**src/rtl/fpu_half_fma_sequencer_if.sv**
```systemverilog
// rtl/fpu_half_fma_sequencer_if.sv - shared types and request/datapath interfaces for the half-precision FMA sequencer
package fpu_half_pkg;
    localparam int WORD_W = 32;

    typedef enum logic [3:0] {
        FPU_HALF_ADD   = 4'd0,
        FPU_HALF_SUB   = 4'd1,
        FPU_HALF_MUL   = 4'd2,
        FPU_HALF_DIV   = 4'd3,
        FPU_HALF_SQRT  = 4'd4,
        FPU_HALF_MIN   = 4'd5,
        FPU_HALF_MAX   = 4'd6,
        FPU_HALF_MADD  = 4'd7,
        FPU_HALF_MSUB  = 4'd8,
        FPU_HALF_NMADD = 4'd9,
        FPU_HALF_NMSUB = 4'd10
    } fpu_operation_t;
endpackage

interface fpu_req_if;
    import fpu_half_pkg::*;

    logic              req_valid;
    logic              req_ready;
    fpu_operation_t    req_op;
    logic [WORD_W-1:0] req_a;
    logic [WORD_W-1:0] req_b;
    logic [WORD_W-1:0] req_c;
    logic              resp_valid;
    logic              resp_ready;
    logic [WORD_W-1:0] resp_result;
    logic              resp_err;

    modport master (
        output req_valid, req_op, req_a, req_b, req_c, resp_ready,
        input  req_ready, resp_valid, resp_result, resp_err
    );

    modport slave (
        input  req_valid, req_op, req_a, req_b, req_c, resp_ready,
        output req_ready, resp_valid, resp_result, resp_err
    );
endinterface

interface fpu_dp_if;
    import fpu_half_pkg::*;

    logic              fpu_start;
    fpu_operation_t    fpu_operation;
    logic [WORD_W-1:0] fpu_a;
    logic [WORD_W-1:0] fpu_b;
    logic              fpu_done;
    logic [WORD_W-1:0] fpu_out;

    modport master (
        output fpu_start, fpu_operation, fpu_a, fpu_b,
        input  fpu_done, fpu_out
    );

    modport slave (
        input  fpu_start, fpu_operation, fpu_a, fpu_b,
        output fpu_done, fpu_out
    );
endinterface

```
**src/rtl/fpu_half_fma_sequencer.sv**
```systemverilog
// rtl/fpu_half_fma_sequencer.sv - front-end sequencer issuing half ADD/SUB/MUL and unfused MUL+ADD multiply-add ops
module fpu_half_fma_sequencer
    import fpu_half_pkg::*;
#(
    parameter int TIMEOUT_CYC = 16
) (
    input  logic      CLK,
    input  logic      nRST,
    fpu_req_if.slave  req,
    fpu_dp_if.master  dp
);

    localparam int CNT_W = $clog2(TIMEOUT_CYC + 1);
    localparam logic [CNT_W-1:0] CNT_LAST = CNT_W'(TIMEOUT_CYC - 1);

    typedef enum logic [1:0] {
        IDLE,
        STEP1,
        STEP2,
        RESP
    } state_t;

    state_t         state_q, state_d;
    logic [CNT_W-1:0] cnt_q, cnt_d;
    fpu_operation_t op_q, op_d;
    logic [15:0]    a_q, a_d;
    logic [15:0]    b_q, b_d;
    logic [15:0]    c_q, c_d;
    logic [15:0]    p_q, p_d;
    logic [15:0]    res_q, res_d;
    logic           err_q, err_d;

    logic is_fused;
    logic is_plain;
    logic neg_p;
    logic neg_c;
    logic req_plain;
    logic req_fused;

    // Only the low half of each word carries data; the rest is deliberately dropped.
    logic unused_upper;
    assign unused_upper = ^{req.req_a[WORD_W-1:16], req.req_b[WORD_W-1:16],
                            req.req_c[WORD_W-1:16], dp.fpu_out[WORD_W-1:16]};

    assign is_fused  = op_q inside {FPU_HALF_MADD, FPU_HALF_MSUB, FPU_HALF_NMADD, FPU_HALF_NMSUB};
    assign is_plain  = op_q inside {FPU_HALF_ADD, FPU_HALF_SUB, FPU_HALF_MUL};
    assign neg_p     = op_q inside {FPU_HALF_NMADD, FPU_HALF_NMSUB};
    assign neg_c     = op_q inside {FPU_HALF_MSUB, FPU_HALF_NMADD};
    assign req_plain = req.req_op inside {FPU_HALF_ADD, FPU_HALF_SUB, FPU_HALF_MUL};
    assign req_fused = req.req_op inside {FPU_HALF_MADD, FPU_HALF_MSUB, FPU_HALF_NMADD, FPU_HALF_NMSUB};

    always_ff @(posedge CLK or negedge nRST) begin
        if (!nRST) begin
            state_q <= IDLE;
            cnt_q   <= '0;
            op_q    <= FPU_HALF_ADD;
            a_q     <= '0;
            b_q     <= '0;
            c_q     <= '0;
            p_q     <= '0;
            res_q   <= '0;
            err_q   <= 1'b0;
        end else begin
            state_q <= state_d;
            cnt_q   <= cnt_d;
            op_q    <= op_d;
            a_q     <= a_d;
            b_q     <= b_d;
            c_q     <= c_d;
            p_q     <= p_d;
            res_q   <= res_d;
            err_q   <= err_d;
        end
    end

    always_comb begin
        state_d = state_q;
        cnt_d   = cnt_q;
        op_d    = op_q;
        a_d     = a_q;
        b_d     = b_q;
        c_d     = c_q;
        p_d     = p_q;
        res_d   = res_q;
        err_d   = err_q;

        req.req_ready    = 1'b0;
        req.resp_valid   = 1'b0;
        req.resp_result  = {16'b0, res_q};
        req.resp_err     = err_q;
        dp.fpu_start     = 1'b0;
        dp.fpu_operation = FPU_HALF_ADD;
        dp.fpu_a         = '0;
        dp.fpu_b         = '0;

        case (state_q)
            IDLE: begin
                req.req_ready = 1'b1;
                if (req.req_valid) begin
                    op_d  = req.req_op;
                    a_d   = req.req_a[15:0];
                    b_d   = req.req_b[15:0];
                    c_d   = req.req_c[15:0];
                    cnt_d = '0;
                    if (req_plain || req_fused) begin
                        state_d = STEP1;
                    end else begin
                        res_d   = '0;
                        err_d   = 1'b1;
                        state_d = RESP;
                    end
                end
            end

            STEP1, STEP2: begin
                dp.fpu_start = 1'b1;
                if (state_q == STEP1) begin
                    dp.fpu_operation = is_plain ? op_q : FPU_HALF_MUL;
                    dp.fpu_a         = {16'b0, a_q};
                    dp.fpu_b         = {16'b0, b_q};
                end else begin
                    // Sign flips touch bit 15 only so NaN payloads pass through unchanged.
                    dp.fpu_operation = FPU_HALF_ADD;
                    dp.fpu_a         = {16'b0, p_q ^ {neg_p, 15'b0}};
                    dp.fpu_b         = {16'b0, c_q ^ {neg_c, 15'b0}};
                end

                if (dp.fpu_done) begin
                    if (state_q == STEP1 && is_fused) begin
                        p_d     = dp.fpu_out[15:0];
                        cnt_d   = '0;
                        state_d = STEP2;
                    end else begin
                        res_d   = dp.fpu_out[15:0];
                        err_d   = 1'b0;
                        state_d = RESP;
                    end
                end else if (cnt_q == CNT_LAST) begin
                    res_d   = '0;
                    err_d   = 1'b1;
                    state_d = RESP;
                end else begin
                    cnt_d = cnt_q + 1'b1;
                end
            end

            RESP: begin
                req.resp_valid = 1'b1;
                if (req.resp_ready) begin
                    state_d = IDLE;
                end
            end

            default: state_d = IDLE;
        endcase
    end

endmodule

```
**src/flat_wrapper.sv**
```systemverilog
// flat-port wrapper written by rule: the top's interface ports become plain ports
module fpu_half_fma_sequencer_flat import fpu_half_pkg::*;
#(
    parameter int TIMEOUT_CYC = 16
)
  (CLK, nRST, req_req_valid, req_req_op, req_req_a, req_req_b, req_req_c, req_resp_ready, req_req_ready, req_resp_valid, req_resp_result, req_resp_err, dp_fpu_start, dp_fpu_operation, dp_fpu_a, dp_fpu_b, dp_fpu_done, dp_fpu_out);
  fpu_req_if req_i ();
  fpu_dp_if dp_i ();
  input  logic CLK;
  input  logic nRST;
  input wire logic [$bits(req_i.req_valid)-1:0] req_req_valid;
  input wire logic [$bits(req_i.req_op)-1:0] req_req_op;
  input wire logic [$bits(req_i.req_a)-1:0] req_req_a;
  input wire logic [$bits(req_i.req_b)-1:0] req_req_b;
  input wire logic [$bits(req_i.req_c)-1:0] req_req_c;
  input wire logic [$bits(req_i.resp_ready)-1:0] req_resp_ready;
  output wire logic [$bits(req_i.req_ready)-1:0] req_req_ready;
  output wire logic [$bits(req_i.resp_valid)-1:0] req_resp_valid;
  output wire logic [$bits(req_i.resp_result)-1:0] req_resp_result;
  output wire logic [$bits(req_i.resp_err)-1:0] req_resp_err;
  output wire logic [$bits(dp_i.fpu_start)-1:0] dp_fpu_start;
  output wire logic [$bits(dp_i.fpu_operation)-1:0] dp_fpu_operation;
  output wire logic [$bits(dp_i.fpu_a)-1:0] dp_fpu_a;
  output wire logic [$bits(dp_i.fpu_b)-1:0] dp_fpu_b;
  input wire logic [$bits(dp_i.fpu_done)-1:0] dp_fpu_done;
  input wire logic [$bits(dp_i.fpu_out)-1:0] dp_fpu_out;
  assign req_i.req_valid = req_req_valid;
  assign req_i.req_op = req_req_op;
  assign req_i.req_a = req_req_a;
  assign req_i.req_b = req_req_b;
  assign req_i.req_c = req_req_c;
  assign req_i.resp_ready = req_resp_ready;
  assign req_req_ready = req_i.req_ready;
  assign req_resp_valid = req_i.resp_valid;
  assign req_resp_result = req_i.resp_result;
  assign req_resp_err = req_i.resp_err;
  assign dp_fpu_start = dp_i.fpu_start;
  assign dp_fpu_operation = dp_i.fpu_operation;
  assign dp_fpu_a = dp_i.fpu_a;
  assign dp_fpu_b = dp_i.fpu_b;
  assign dp_i.fpu_done = dp_fpu_done;
  assign dp_i.fpu_out = dp_fpu_out;
  fpu_half_fma_sequencer #(.TIMEOUT_CYC(TIMEOUT_CYC)) u_core (.CLK(CLK), .nRST(nRST), .req(req_i), .dp(dp_i));
endmodule
```
**config.mk**
```make
export PLATFORM = sky130hd
export DESIGN_NAME = fpu_half_fma_sequencer_flat
export DESIGN_NICKNAME = d
export VERILOG_FILES = /design/src/rtl/fpu_half_fma_sequencer_if.sv /design/src/rtl/fpu_half_fma_sequencer.sv /design/src/flat_wrapper.sv
export SDC_FILE = /design/constraint.sdc
export NUM_CORES = 1
export LEC_CHECK = 0
export CORE_MARGIN = 2
export CORE_UTILIZATION = 35
export DETAILED_ROUTE_END_ITERATION = 12
export GPL_ROUTABILITY_DRIVEN = 0
export MAX_ROUTING_LAYER = met4
export PLACE_DENSITY = 0.76
export SYNTH_ARGS = -nofsm -noshare
export SYNTH_HDL_FRONTEND = slang
export SYNTH_SLANG_ARGS = --single-unit
export TNS_END_PERCENT = 30
```
**constraint.sdc**
```tcl
create_clock -name CLK -period 4.7 [get_ports CLK]
set_input_delay 1.175 -clock CLK [delete_from_list [all_inputs] [get_ports CLK]]
set_output_delay 1.175 -clock CLK [all_outputs]
set_load 0.1 [all_outputs]
```
---- Yosys cells after proc, flatten, opt, wreduce, memory -nomap -nowiden ----
Cells that the tools add are included.
storage, ports and cells
  register bits after elaboration ......... 92
  input bits .............................. 137
  output and inout port bits .............. 104
  word-level logic and storage cells ...... 87
operators by class
  add/subtract/negate cells ............... 1
  equality and inequality tests ........... 23
  muxes and demuxes ....................... 34
  bitwise logic cells ..................... 2
  reduce and logical (&&, ||, !) cells .... 18
operator list
  kind                                           number
  two-way mux 16 bit                             7
  two-way mux 32 bit                             2
  one-hot mux 16 bit (2 select lines)            1
  XOR 16 bit                                     2
  == test 4 bit, second input constant           6
  two-way mux 5 bit                              4
  two-way mux 4 bit                              3
  two-way mux 2 bit                              5
  one-hot mux 5 bit (2 select lines)             1
  two-way mux 1 bit                              9
  == test 4 x 1 -> 1 bit, second input constant  2
  == test 4 x 2 -> 1 bit, second input constant  2
  == test 4 x 3 -> 1 bit, second input constant  2
  zero test 4 bit                                2
  nonzero test 4 bit                             2
  != test 2 bit, second input constant           3
  != test 3 x 2 -> 1 bit, second input constant  2
  != test 3 bit, second input constant           2
  one-hot mux 2 bit (3 select lines)             1
  AND reduction 3 bit                            2
  nonzero test 2 bit                             3
  nonzero test 3 bit                             2
  adder 5 x 1 -> 5 bit, second input constant    1
  == test 5 x 4 -> 1 bit, second input constant  1
  other kinds (10)                               11

---- Longest topological paths before layout ----
Gate-level depths: netlist of run 1.
  word-level depth ........................ 6
  mapped depth ............................ 9

---- Worst setup path after synthesis of run 1 ----
OpenSTA, ideal clock, no wires.
  path type ............................... reg-to-output
  from .................................... register u_core.state_q[0]
  to ...................................... output port dp_fpu_a[0]
  data arrival time ....................... 3309 ps
  required time ........................... 3525 ps
  setup slack ............................. 216 ps
  stages on the path, launching flop included .. 6
  buffers on the path ..................... 1
  path through ............................ dfrtp_1 -> inv_1 -> ha_1 -> clkinv_1 -> clkbuf_1 -> nor2_1
on the way
  word-level cells in the longest chain between the ends .. 3
  elaborated cells on any way between the ends .. 5
  classes of those cells .................. 2 x eq/ne; 2 x mux; 1 x reduce/logical
ends and longest elaborated chain
  what                                                             line                                                         text
  start: declaration                                               fpu_half_fma_sequencer.sv:23                                 state_t state_q, state_d;
  start signal: assignment                                         fpu_half_fma_sequencer.sv:64                                 state_q <= state_d;
  == test 2 x 1 -> 1 bit / == test 2 bit (equally long branches)   fpu_half_fma_sequencer.sv:96, fpu_half_fma_sequencer.sv:117
  two-way mux 16 bit / OR reduction 2 bit (equally long branches)  fpu_half_fma_sequencer.sv:117, fpu_half_fma_sequencer.sv:96
  two-way mux 32 bit (*)                                           fpu_half_fma_sequencer.sv:96                                 case (state_q)
  end: declaration                                                 flat_wrapper.sv:23                                           output wire logic [$bits(dp_i.fpu_a)-1:0] dp_fpu_a;
Every way passes the cells marked *; elsewhere a longest branch is shown, timed or not.

---- Worst setup path after layout of run 1 ----
  from .................................... register u_core.state_q[0]
  to ...................................... output port dp_fpu_operation[1]
on the way
  word-level cells in the longest chain between the ends .. 3
  elaborated cells on any way between the ends .. 5
  classes of those cells .................. 2 x eq/ne; 2 x mux; 1 x reduce/logical
ends and longest elaborated chain
  what                                                            line                                                         text
  == test 2 x 1 -> 1 bit / == test 2 bit (equally long branches)  fpu_half_fma_sequencer.sv:96, fpu_half_fma_sequencer.sv:117
  two-way mux 4 bit / OR reduction 2 bit (equally long branches)  fpu_half_fma_sequencer.sv:117, fpu_half_fma_sequencer.sv:96
  two-way mux 4 bit (*)                                           fpu_half_fma_sequencer.sv:96
  end: declaration                                                flat_wrapper.sv:22                                           output wire logic [$bits(dp_i.fpu_operation)-1:0] dp_fpu_operation;
Marks and branches as above.

==> results of run 1 <==
[flip-flops by register name, indices dropped and copies added, names as in the netlist]
name,flops
u_core.a_q,16
u_core.b_q,16
u_core.c_q,16
u_core.cnt_q,5
u_core.op_q,4
u_core.p_q,16
u_core.req.resp_err,1
u_core.res_q,16
u_core.state_q,2
[worst max path at each step]
stage / from / endpoint
3_5_place_dp: u_core.state_q[0] / dp_fpu_operation[1]
5_1_grt: u_core.state_q[0] / dp_fpu_b[6]
6_report: u_core.state_q[0] / dp_fpu_operation[1]
3_3_place_gp: u_core.state_q[0] / dp_fpu_operation[1]
2_1_floorplan: u_core.state_q[0] / dp_fpu_a[0]
4_1_cts: u_core.state_q[0] / dp_fpu_operation[1]
[synth_stat cells, types with 2 or more instances]
cell type                  count
sky130_fd_sc_hd__o21ai_0       4
sky130_fd_sc_hd__buf_1         4
sky130_fd_sc_hd__buf_4        51
sky130_fd_sc_hd__buf_6         2
sky130_fd_sc_hd__nor3_1        2
sky130_fd_sc_hd__a21oi_1       3
sky130_fd_sc_hd__xor2_1        2
sky130_fd_sc_hd__mux2_2       69
sky130_fd_sc_hd__ha_1          5
sky130_fd_sc_hd__clkbuf_1      7
sky130_fd_sc_hd__nor2_1       36
sky130_fd_sc_hd__xnor2_1       2
sky130_fd_sc_hd__nand2b_1      3
sky130_fd_sc_hd__a32o_1        2
sky130_fd_sc_hd__and4_1        2
sky130_fd_sc_hd__inv_1         5
sky130_fd_sc_hd__nand2_1       9
sky130_fd_sc_hd__dfrtp_1      92
sky130_fd_sc_hd__buf_2         3
sky130_fd_sc_hd__a22o_1       16
sky130_fd_sc_hd__mux2i_1      34
[logic make-up (layout without fill, tap and decap cells)]
logic type	Yosys count	in the layout
AO/OA/AOI/OAI	32	32
XOR/XNOR	4	4
adder cells (fa/ha/maj)	5	5
buffers and inverters	73	154
flip-flops	92	92
multiplexers	103	103
other	1	50
AND/OR/NAND/NOR	62	62
[worst register-to-register path: cells and delay by family (launching register included)]
family	cells	cell delay, ns
AO/OA/AOI/OAI	1	0.27
adder cells (fa/ha/maj)	1	0.41
buffers and inverters	2	0.54
flip-flops	1	0.39
AND/OR/NAND/NOR	2	1.16
[layout make-up]
type	count	share of cell area, %
clock buffer	13	4.48
timing repair buffer	132	20.2
clock inverter	3	0.725
tap	172	3.56
multi-input combinational	256	32.5
sequential	92	38.1
inverter	6	0.373
[per-stage QoR]
step | std cells | area (um^2) | util, % | hold slack [ns]
2_1_floorplan | 421 | 4740 | - | 0.450
3_3_place_gp | 658 | 5720 | 45.2 | 0.479
3_5_place_dp | 658 | 5720 | 45.2 | 0.490
4_1_cts | 674 | 6040 | 47.6 | 0.507
5_1_grt | 674 | 6040 | 47.6 | 0.516
6_report | 674 | 6040 | 47.6 | 0.503
[per-layer routing]
metal | share of wire (%) | vias up
met3 | 6.1 | 15
met4 | 1.7 | 0
met5 | 0 | -
li1 | - | 1439
met2 | 50 | 125
met1 | 42 | 1536
[layout by cell type, fill, tap and decap left out, types with 2 or more instances in the layout]
cell	netlist	final
sky130_fd_sc_hd__xnor2_1	2	2
sky130_fd_sc_hd__dfrtp_1	92	92
sky130_fd_sc_hd__and4_1	2	2
sky130_fd_sc_hd__clkbuf_8	0	3
sky130_fd_sc_hd__nand2b_1	3	3
sky130_fd_sc_hd__a22o_1	16	16
sky130_fd_sc_hd__clkdlybuf4s50_1	0	92
sky130_fd_sc_hd__mux2_2	69	69
sky130_fd_sc_hd__clkbuf_16	0	9
sky130_fd_sc_hd__nand2_1	9	8
sky130_fd_sc_hd__mux2i_1	34	34
sky130_fd_sc_hd__o21ai_0	4	4
sky130_fd_sc_hd__xor2_1	2	2
sky130_fd_sc_hd__nor3_1	2	2
sky130_fd_sc_hd__inv_1	5	5
sky130_fd_sc_hd__ha_1	5	4
sky130_fd_sc_hd__buf_4	51	40
sky130_fd_sc_hd__a21oi_1	3	3
sky130_fd_sc_hd__conb_1	1	50
sky130_fd_sc_hd__nor2_1	36	36
sky130_fd_sc_hd__a32o_1	2	2
==> reports/results.txt, run 1 <==
The routing usage on met3 was 3.47%. In this run the critical register-to-register path is launched from u_core.state_q[0]. The die covers 14,000 um^2. After the first detailed-routing iteration, the DRC count stood at 129.

Prevailing post-synth register cell: sky130_fd_sc_hd__dfrtp_1. After synthesis, the cell types taking the most area are sky130_fd_sc_hd__dfrtp_1 (50%), sky130_fd_sc_hd__mux2_2 (17%), sky130_fd_sc_hd__buf_4 (8.4%). The effective utilization at floorplan is 36.0%, and the number of antenna violations at the first check in global routing is 0.

Timing would allow up to 0.258 GHz. Number of slew-limit violations in the final report: 0. The tools report the register area share after synthesis as 50.5%.

The number of setup buffers added after CTS is 0. The run gives 24.5% as the global routing met2 resource utilization. Fill cell instance count of the final layout: 1,129. The logs give 0.34 ns for the insertion delay of the later-clocked pin in the worst-skew pair and 0.00467 ns for the maximum clock skew at final layout. The number of logic stages on the critical path including buffering was 5. Post-synthesis share of cell area spent on full adders, half adders and majority gates: 1.37%. From synthesis to final layout, the design area changed by 32.4%. The area fraction in and, or, nand and nor cells after synthesis came out at 6.64%. The number of antenna-violating nets in the routed design is 0. The net count reported at finish is 639, and the total CTS buffers is 9. After synthesis, the largest family of logic cells by area is multiplexers.

The critical path is of the register to primary output type. Final critical-path setup slack: 0.830 ns. The share of the synthesized netlist area taken by xor and xnor gates is 0.768%. The run gives 17.5% as the met1 global-route usage. In the routed design, unresolved DRC markers number 0. Across all layers, the routed design uses 3,115 vias. The logs give 14.9% for the total global-route track usage and 1960 um^2 for the total area of multi-input combinational cells. For the placement row count, the log shows 41. Number of port buffers: 126. The biggest area contributor in the post-synthesis netlist is sky130_fd_sc_hd__dfrtp_1. After layout, the minimum clock period comes to 3.87 ns.

The required arrival time at the worst endpoint is 3.52 ns. Count of unique library cells instantiated by Yosys: 40. The synthesized-area fraction occupied by ao, oa, aoi and oai cells came out at 5.52%.

Each instance of the synthesized netlist takes up on average 12.3 um^2. Setup violations remaining at the end of the flow were counted as 0. The accumulated negative setup slack is 0 ns. Mean number of vias per cell: 4.62. The number of buffers added to fix hold violations after cts is 0, and the final-report hold violation count is 0. The sink count of the clock tree was 92. For hold timing, the worst endpoint is u_core.c_q[9]. For this run, the slowest stage of the critical path takes 1.16 ns. The flow ran to the end, and the final reports show no timing, DRC or antenna violations. The cell count of the worst hold path was 1. The clock passes through at most 2 buffers.

TritonCTS built the clock tree. Walking the worst path, the cells encountered are inv_1 -> ha_1 -> nand2_1 -> nor2_1 -> clkdlybuf4s50_1. For this design, the slowest cell found on the critical path is sky130_fd_sc_hd__clkdlybuf4s50_1. Setup repair after global routing left no endpoint under its margin.

In this run, post-CTS repair resized a total of 0 instances. Counting cells, the worst reg-to-reg path comes to 6. Entering global routing, the biggest net connects 76 pins.

In this run the vertical extent of the chip is 118 um. After synthesis, the largest area contributor takes up 50.5% of total cell area. Headroom to the max-slew limit came out at 34.0%. In this run, synthesis inferred 0 flip-flops with an integrated enable. The share of the clock period used by the worst path is 82.3%. The clock root buffer master is sky130_fd_sc_hd__clkbuf_16. The first global-routing pass estimated 16,000 um of wire. The path category of the worst min-delay check was register to register. Counting flops and latches in the post-synthesis netlist gives 92. The tools report the number of antenna repair diodes as 0. The worst-margin pin slew works out to 0.988 ns. After synthesis, the share of cell area in mux cells is 24.5%.

The minimum setup slack among reg-to-reg paths is 1.87 ns. In the synthesized netlist the async set-or-reset flop fraction comes to 100%. In this run the number of H-tree levels came out at 3. Pin placement for this block handled 241 I/O pins. The startpoint identified for the worst hold timing path is u_core.c_q[9].

The logs give 4560 um^2 for the mapped cell area and 0 for the final global-route overflow total. Detailed placement ended at an HPWL of 7090 um. The buffers plus inverters on the worst setup path was 2; the iteration count of the initial detailed-routing pass was 4. The pre-CTS worst setup slack was 1.23 ns. STA classifies the critical path endpoint as a primary output. The logs give 2.69 ns for the endpoint arrival time on the critical path and 2300 um^2 for the area taken by flip-flops and latches.

On the critical path the largest part of the delay comes from buffers and inverters. The largest fanout of any net on the critical path is 7. The tools report the worst flop-to-flop path endpoint as u_core.res_q[12]. The startpoint kind of the worst setup timing path is a register. Clock-pin slew was measured on the worst setup and hold paths at 0.06 ns. The routed length per placed instance is 14.7 um, and the total number of yosys warnings is 0. The core box area is 12,700 um^2.

The tools report the number of global-route vias before repair as 3,170. For this block, the routed nets add up to 9880 um of wire. Synthesis produced 372 cells. The fraction of final layout cells with drive strength greater than 1 is 26.1%. The floorplan step set the die width to 118 um. The tool flagged a number of max-cap violations equal to 0. In this run the most used layer during global routing was met2.
Power of run 1 is left out: the tool's default activity adds up to more than one toggle a clock period on the data nets, which glitch-free logic cannot reach.
==> run 2: changes to the inputs <==
Clock period 4.7 ns to 4 ns, I/O delays scaled along.
==> run 2 against run 1 <==
First-iteration DRC count increased by 1.6%. Register-to-register slack got worse by 0.75 ns. Design area increased by 7.1%. Global-route usage rose by 0.84 points. Sequential cell count unchanged. Non-clock buffer count is 1 higher. Sequential share of layout area shrank 2.5 points. Die area unchanged. Utilization rose by 3.4 points. Critical endpoint unchanged. Clock-buffer cell count fell by 1. Worst setup slack lost 0.087 ns. Wire length rose by 4.1%.
==> reports/results.txt, run 2 (synthesis results as in run 1) <==
The post-CTS resize count was 0 (unchanged); the core occupancy in the finished layout was 51.0% (+3.4 points). The wire length of the first global-routing pass is 16,900 um (+5.3%). Die area: 14,000 um^2 (unchanged). The number of top-level design ports is 241 (unchanged), and the placement row count is 41 (unchanged). Timing would allow up to 0.307 GHz.

For the maximum number of pins on one net before global-route repair, the log shows 66 (-13%). The largest fanout of any net on the critical path is 20 (+13). Number of antenna-violating nets in the routed design: 0 (unchanged). The worst path needs 3.26 ns of the cycle, external delays included.

Leaving out fill and tap cells, the most frequent cells in the layout are sky130_fd_sc_hd__dfrtp_1 (92), sky130_fd_sc_hd__clkdlybuf4s50_1 (88), sky130_fd_sc_hd__mux2_2 (69). The tools report the endpoint arrival time on the critical path as 2.26 ns (-0.43 ns). The clock slew seen by the registers of the worst setup and hold paths is 0.06 ns (about the same), and the placed wire-length estimate after detailed placement is 7420 um (+4.7%). The tools report the final critical-path setup slack as 0.744 ns (-0.0867 ns). The number of antenna repair diodes is 0 (unchanged). The flow ran to the end, and the final reports show no timing, DRC or antenna violations.

The logs give 0 (unchanged) for the final-report hold violation count and 0 (unchanged) for the post-detailed-route DRC marker count. The logs give 131 (+1.6%) for the violation count after the first detailed-route iteration and 3,160 (+1.4%) for the via total after detailed routing. The iteration count of the initial detailed-routing pass is 4 (unchanged). Maximum count of clock buffers along a single path: 2 (unchanged). STA classifies the critical path startpoint as a register. The tools report the number of buffers added to fix hold violations after cts as 0 (unchanged).

The number of setup buffers added after CTS was 0 (unchanged). The tightest min-delay check is of the register to register type. The share of the clock period used by the worst path came out at 81.4%. The routed length per placed instance is 15.2 um (+4.0%). The fraction of final layout cells with drive strength greater than 1 works out to 26.6% (+0.54 points). Number of slew-limit violations in the final report: 0 (unchanged). The tools report the total global-route track usage as 15.7% (+0.84 points). TritonCTS built the clock tree. The number of global-route vias before repair was 3,369 (+6.3%). The run gives 0 (unchanged) as the number of failing setup endpoints in the final timing report.

The maximum clock skew at final layout is 0.00426 ns (-0.000413 ns). For the required arrival time at the worst endpoint, the log shows 3.00 ns (-0.52 ns). Startpoint-to-endpoint class of the critical path: register to primary output.

The vertical extent of the die is 118 um (unchanged). The total CTS buffers came out at 9 (unchanged). Mean number of vias per cell: 4.68 (+1.3%). The max-capacitance violation count came out at 0 (unchanged). For the worst slew slack as a fraction of its limit, the log shows 34.3% (+0.30 points).

The final global-route overflow total is 0 (unchanged), and the core box area is 12,700 um^2 (unchanged). The accumulated negative setup slack came out at 0 ns (unchanged). The die width works out to 118 um (unchanged).

Worst-margin pin slew: 0.983 ns (-0.00451 ns). Setup repair after global routing left no endpoint under its margin. The final hold slack is 0.501 ns (-0.00238 ns). Endpoint type of the worst setup path: a primary output. The number of port buffers is 126 (unchanged).

The run gives 0 (unchanged) as the number of antenna violations at the first check in global routing. The run gives 0.842 ns (-0.383 ns) as the pre-CTS worst setup slack. The area growth from synthesis to layout is 41.8%. The total number of H-tree levels is 3 (unchanged). Most frequent standard cell in the layout excluding fill and tap cells: sky130_fd_sc_hd__dfrtp_1. The final wirelength was 10,300 um (+4.1%); the net count reported at finish was 640 (+0.16%).

The effective utilization at floorplan is 36.0% (unchanged), and the sink count of the clock tree is 92 (unchanged). The insertion delay of the later-clocked pin in the worst-skew pair was 0.34 ns (about the same). The tree is rooted in a sky130_fd_sc_hd__clkbuf_16.
==> run 2: area by class of cell <==
cell class	instances	area, um^2
Inverter	6	22.5
Clock inverter	4	97.6
Clock buffer	12	236
Timing Repair Buffer	133	1630
Sequential cell	92	2300
Tap cell	172	215
Multi-Input combinational cell	256	1960
Fill cell	1086	6200
==> run 2: final timing paths <==
| check | from | end | slack [ns] | cells past startpoint |
|---|---|---|---|---|
| max | u_core.state_q[1] | dp_fpu_operation[1] | 0.74 | 6 |
| min reg2reg | u_core.res_q[15] | u_core.res_q[15] | 0.50 | 1 |
| min | u_core.res_q[15] | u_core.res_q[15] | 0.50 | 1 |
| max in group asynchronous | nRST | u_core.res_q[3] | 2.52 | 2 |
| max reg2reg | u_core.state_q[1] | u_core.res_q[12] | 1.12 | 8 |
| min in group asynchronous | nRST | u_core.c_q[9] | 0.74 | 1 |
==> run 2: through the flow <==
step | instance area, um^2 | cells
final | 6470 | 675
after global routing | 6470 | 675
after CTS | 6470 | 675
after detailed placement | 6130 | 659
after global placement | 6130 | 659
after floorplan | 4740 | 421
==> run 2: layer usage <==
layer,vias to the layer above,track usage [%],share of wire [%]
met3,11,5.65,7.5
met4,0,5.20,1.2
met1,1579,17.6,41
met5,-,-,0
li1,1440,-,-
met2,130,26.1,51
==> run 2: worst max-delay path, stage by stage (launching register included) <==
cell,delay (ns)
sky130_fd_sc_hd__dfrtp_1,0.38
sky130_fd_sc_hd__inv_1,0.11
sky130_fd_sc_hd__ha_2,0.58
sky130_fd_sc_hd__buf_12,0.27
sky130_fd_sc_hd__nand2_1,0.15
sky130_fd_sc_hd__nor2_1,0.12
sky130_fd_sc_hd__buf_4,0.29
Power of run 2 is left out for the same reason.
==> run 3: changes to the inputs <==
Clock period 4 ns to 3.07 ns, I/O delays scaled along.
==> run 3 against run 2 <==
Critical endpoint is now dp_fpu_b[12]. Register-to-register slack worse by 0.47 ns. Clock skew is essentially flat. Clock-buffer cell count decreased by 1. Utilization rose by 2.3 points. First-iteration DRC count grew 46%. Critical path type unchanged. Worst hold slack worse by 0.11 ns. Critical path depth unchanged. Non-clock buffer count increased by 4.
==> reports/results.txt, run 3 (synthesis results as in run 1) <==
The run finished with clean final reports. TritonCTS built the clock tree. The total CTS buffers was 9 (unchanged).

For the insertion delay of the later-clocked pin in the worst-skew pair, the log shows 0.34 ns (about the same). For the number of slew-limit violations in the final report, the log shows 0 (unchanged). The root buffer cell chosen for the clock tree is sky130_fd_sc_hd__clkbuf_16. The tools report the violation count after the first detailed-route iteration as 191 (+46%).

Setup repair after global routing left no endpoint under its margin. The fill cell instance count of the final layout was 1,083 (-0.28%). The clock slew seen by the registers of the worst setup and hold paths works out to 0.06 ns (about the same).

The tools report the total global-route track usage as 17.0% (+1.3 points). Routed signal wires occupy layers up through met4. The core box area was 12,700 um^2 (unchanged); the post-detailed-route DRC marker count was 0 (unchanged). Detailed route wirelength on metal3: 635 um (-18%).

The tools report the required arrival time at the worst endpoint as 2.30 ns (-0.70 ns). The run gives 10,800 um (+4.8%) as the final wirelength. Endpoint type of the worst setup path: a primary output. The logs give 5550 um (+6.4%) for the routed length on met2 and 56 (-15%) for the maximum number of pins on one net before global-route repair. The number of buffers added to fix hold violations after cts came out at 0 (unchanged).

The effective utilization at floorplan came out at 36.0% (unchanged). The run gives 2220 um^2 (+13%) as the total area of multi-input combinational cells. For the number of antenna repair diodes, the log shows 0 (unchanged).

The path class of the tightest hold or removal check is input pin to async pin. Area taken by flip-flops and latches: 2300 um^2 (unchanged). The run gives 14,000 um^2 (unchanged) as the die area.

The logic depth of the worst register-to-register path came out at 8 (unchanged). In the layout the commonest cells are sky130_fd_sc_hd__dfrtp_1 (92), sky130_fd_sc_hd__clkdlybuf4s50_1 (71), sky130_fd_sc_hd__mux2_2 (69). The routed length per placed instance came out at 15.9 um (+4.2%).

The final-report hold violation count was 0 (unchanged). The die width was 118 um (unchanged); the max-capacitance violation count was 0 (unchanged). The final global-route overflow total is 0 (unchanged), and the number of antenna violations at the first check in global routing is 0 (unchanged). For the net count reported at finish, the log shows 644 (+0.63%).

The maximum count of clock buffers along a single path was 2 (unchanged); the top achievable clock speed was 0.358 GHz. The largest fanout of any net on the critical path was 14 (-30%); the vertical extent of the die was 118 um (unchanged). The sink count of the clock tree was 92 (unchanged); the mean number of vias per cell was 4.65 (-0.65%). Fraction of final layout cells with drive strength greater than 1: 37.9% (+11 points).

The layout-stage area growth over the synthesis result came out at 48.2%. The tools report the via total after detailed routing as 3,158 (-0.063%). The endpoint arrival time on the critical path is 2.03 ns (-0.23 ns).

The accumulated negative setup slack came out at 0 ns (unchanged). The wire length on met1 was 4430 um (+6.1%); the number of top-level design ports was 241 (unchanged). The worst-margin pin slew came out at 0.517 ns (-0.466 ns). The share of the clock period used by the worst path is 91.1%. The run gives 3,427 (+1.7%) as the number of global-route vias before repair. Most frequent standard cell in the layout excluding fill and tap cells: sky130_fd_sc_hd__dfrtp_1. The run gives 4 (unchanged) as the iteration count of the initial detailed-routing pass. The total number of H-tree levels is 3 (unchanged), and the number of antenna-violating nets in the routed design is 0 (unchanged). The wire length of the first global-routing pass was 18,100 um (+7.1%); the placed wire-length estimate after detailed placement was 7800 um (+5.0%).

The worst setup path is launched from a register. The startpoint-to-endpoint class of the critical path is register to primary output. The tools report the worst slew slack as a fraction of its limit as 65.5% (+31 points). For the number of failing setup endpoints in the final timing report, the log shows 0 (unchanged). The run gives 0.00453 ns (+0.000268 ns) as the maximum clock skew at final layout.

The number of port buffers is 126 (unchanged), and the placement row count is 41 (unchanged). The routed design could run at a clock period as short as 2.80 ns. The tools report the number of setup buffers added after CTS as 0 (unchanged).
[run 3: final cells by class]
type,instances,area share [%]
Clock inverter,5,1.11
Tap cell,172,3.18
Sequential cell,92,34.1
Multi-Input combinational cell,256,32.8
Inverter,6,0.352
Clock buffer,11,3.59
Timing Repair Buffer,137,24.9
[run 3: path summary, 6_finish.rpt]
kind                              startpoint         endpoint  slack, ns
hold reg to reg              u_core.cnt_q[4]  u_core.cnt_q[4]       0.50
min in group CLK             u_core.cnt_q[4]  u_core.cnt_q[4]       0.50
max in group asynchronous               nRST    u_core.a_q[9]       1.98
setup / recovery           u_core.state_q[1]     dp_fpu_b[12]       0.27
setup reg to reg           u_core.state_q[0]  u_core.res_q[7]       0.65
hold / removal                          nRST    u_core.a_q[7]       0.39
[run 3: per-stage QoR]
stage	cells	setup slack, ns	area (um^2)	utilization [%]	hold slack, ns
final	679	0.274	6760	53.3	0.389
after detailed placement	663	0.314	6430	50.7	0.492
after CTS	679	0.0282	6750	53.3	0.411
after floorplan	421	-0.00834	4990	-	0.450
after global routing	679	0.141	6760	53.3	0.438
after global placement	663	0.336	6430	50.7	0.481
[run 3: what timing repair did]
action,CTS,global route
resized for setup,0,1
hold endpoints to repair,0,0
endpoints found under the setup margin,0,15
[run 3: metal layers]
metal  GRT usage, %  vias to the layer above
li1               -                     1449
met1           19.7                     1586
met2           28.9                      110
met3           3.96                       13
met4           6.02                        0
met5              -                        -
[run 3: worst max-delay path, cell delays in order (launching register included)]
cell and delay (ns):
sky130_fd_sc_hd__dfrtp_1 0.39, sky130_fd_sc_hd__inv_1 0.16, sky130_fd_sc_hd__ha_4 0.36, sky130_fd_sc_hd__buf_12 0.21, sky130_fd_sc_hd__mux2i_1 0.31, sky130_fd_sc_hd__nor2_4 0.08
sky130_fd_sc_hd__buf_12 0.17
Power of run 3 is left out for the same reason.
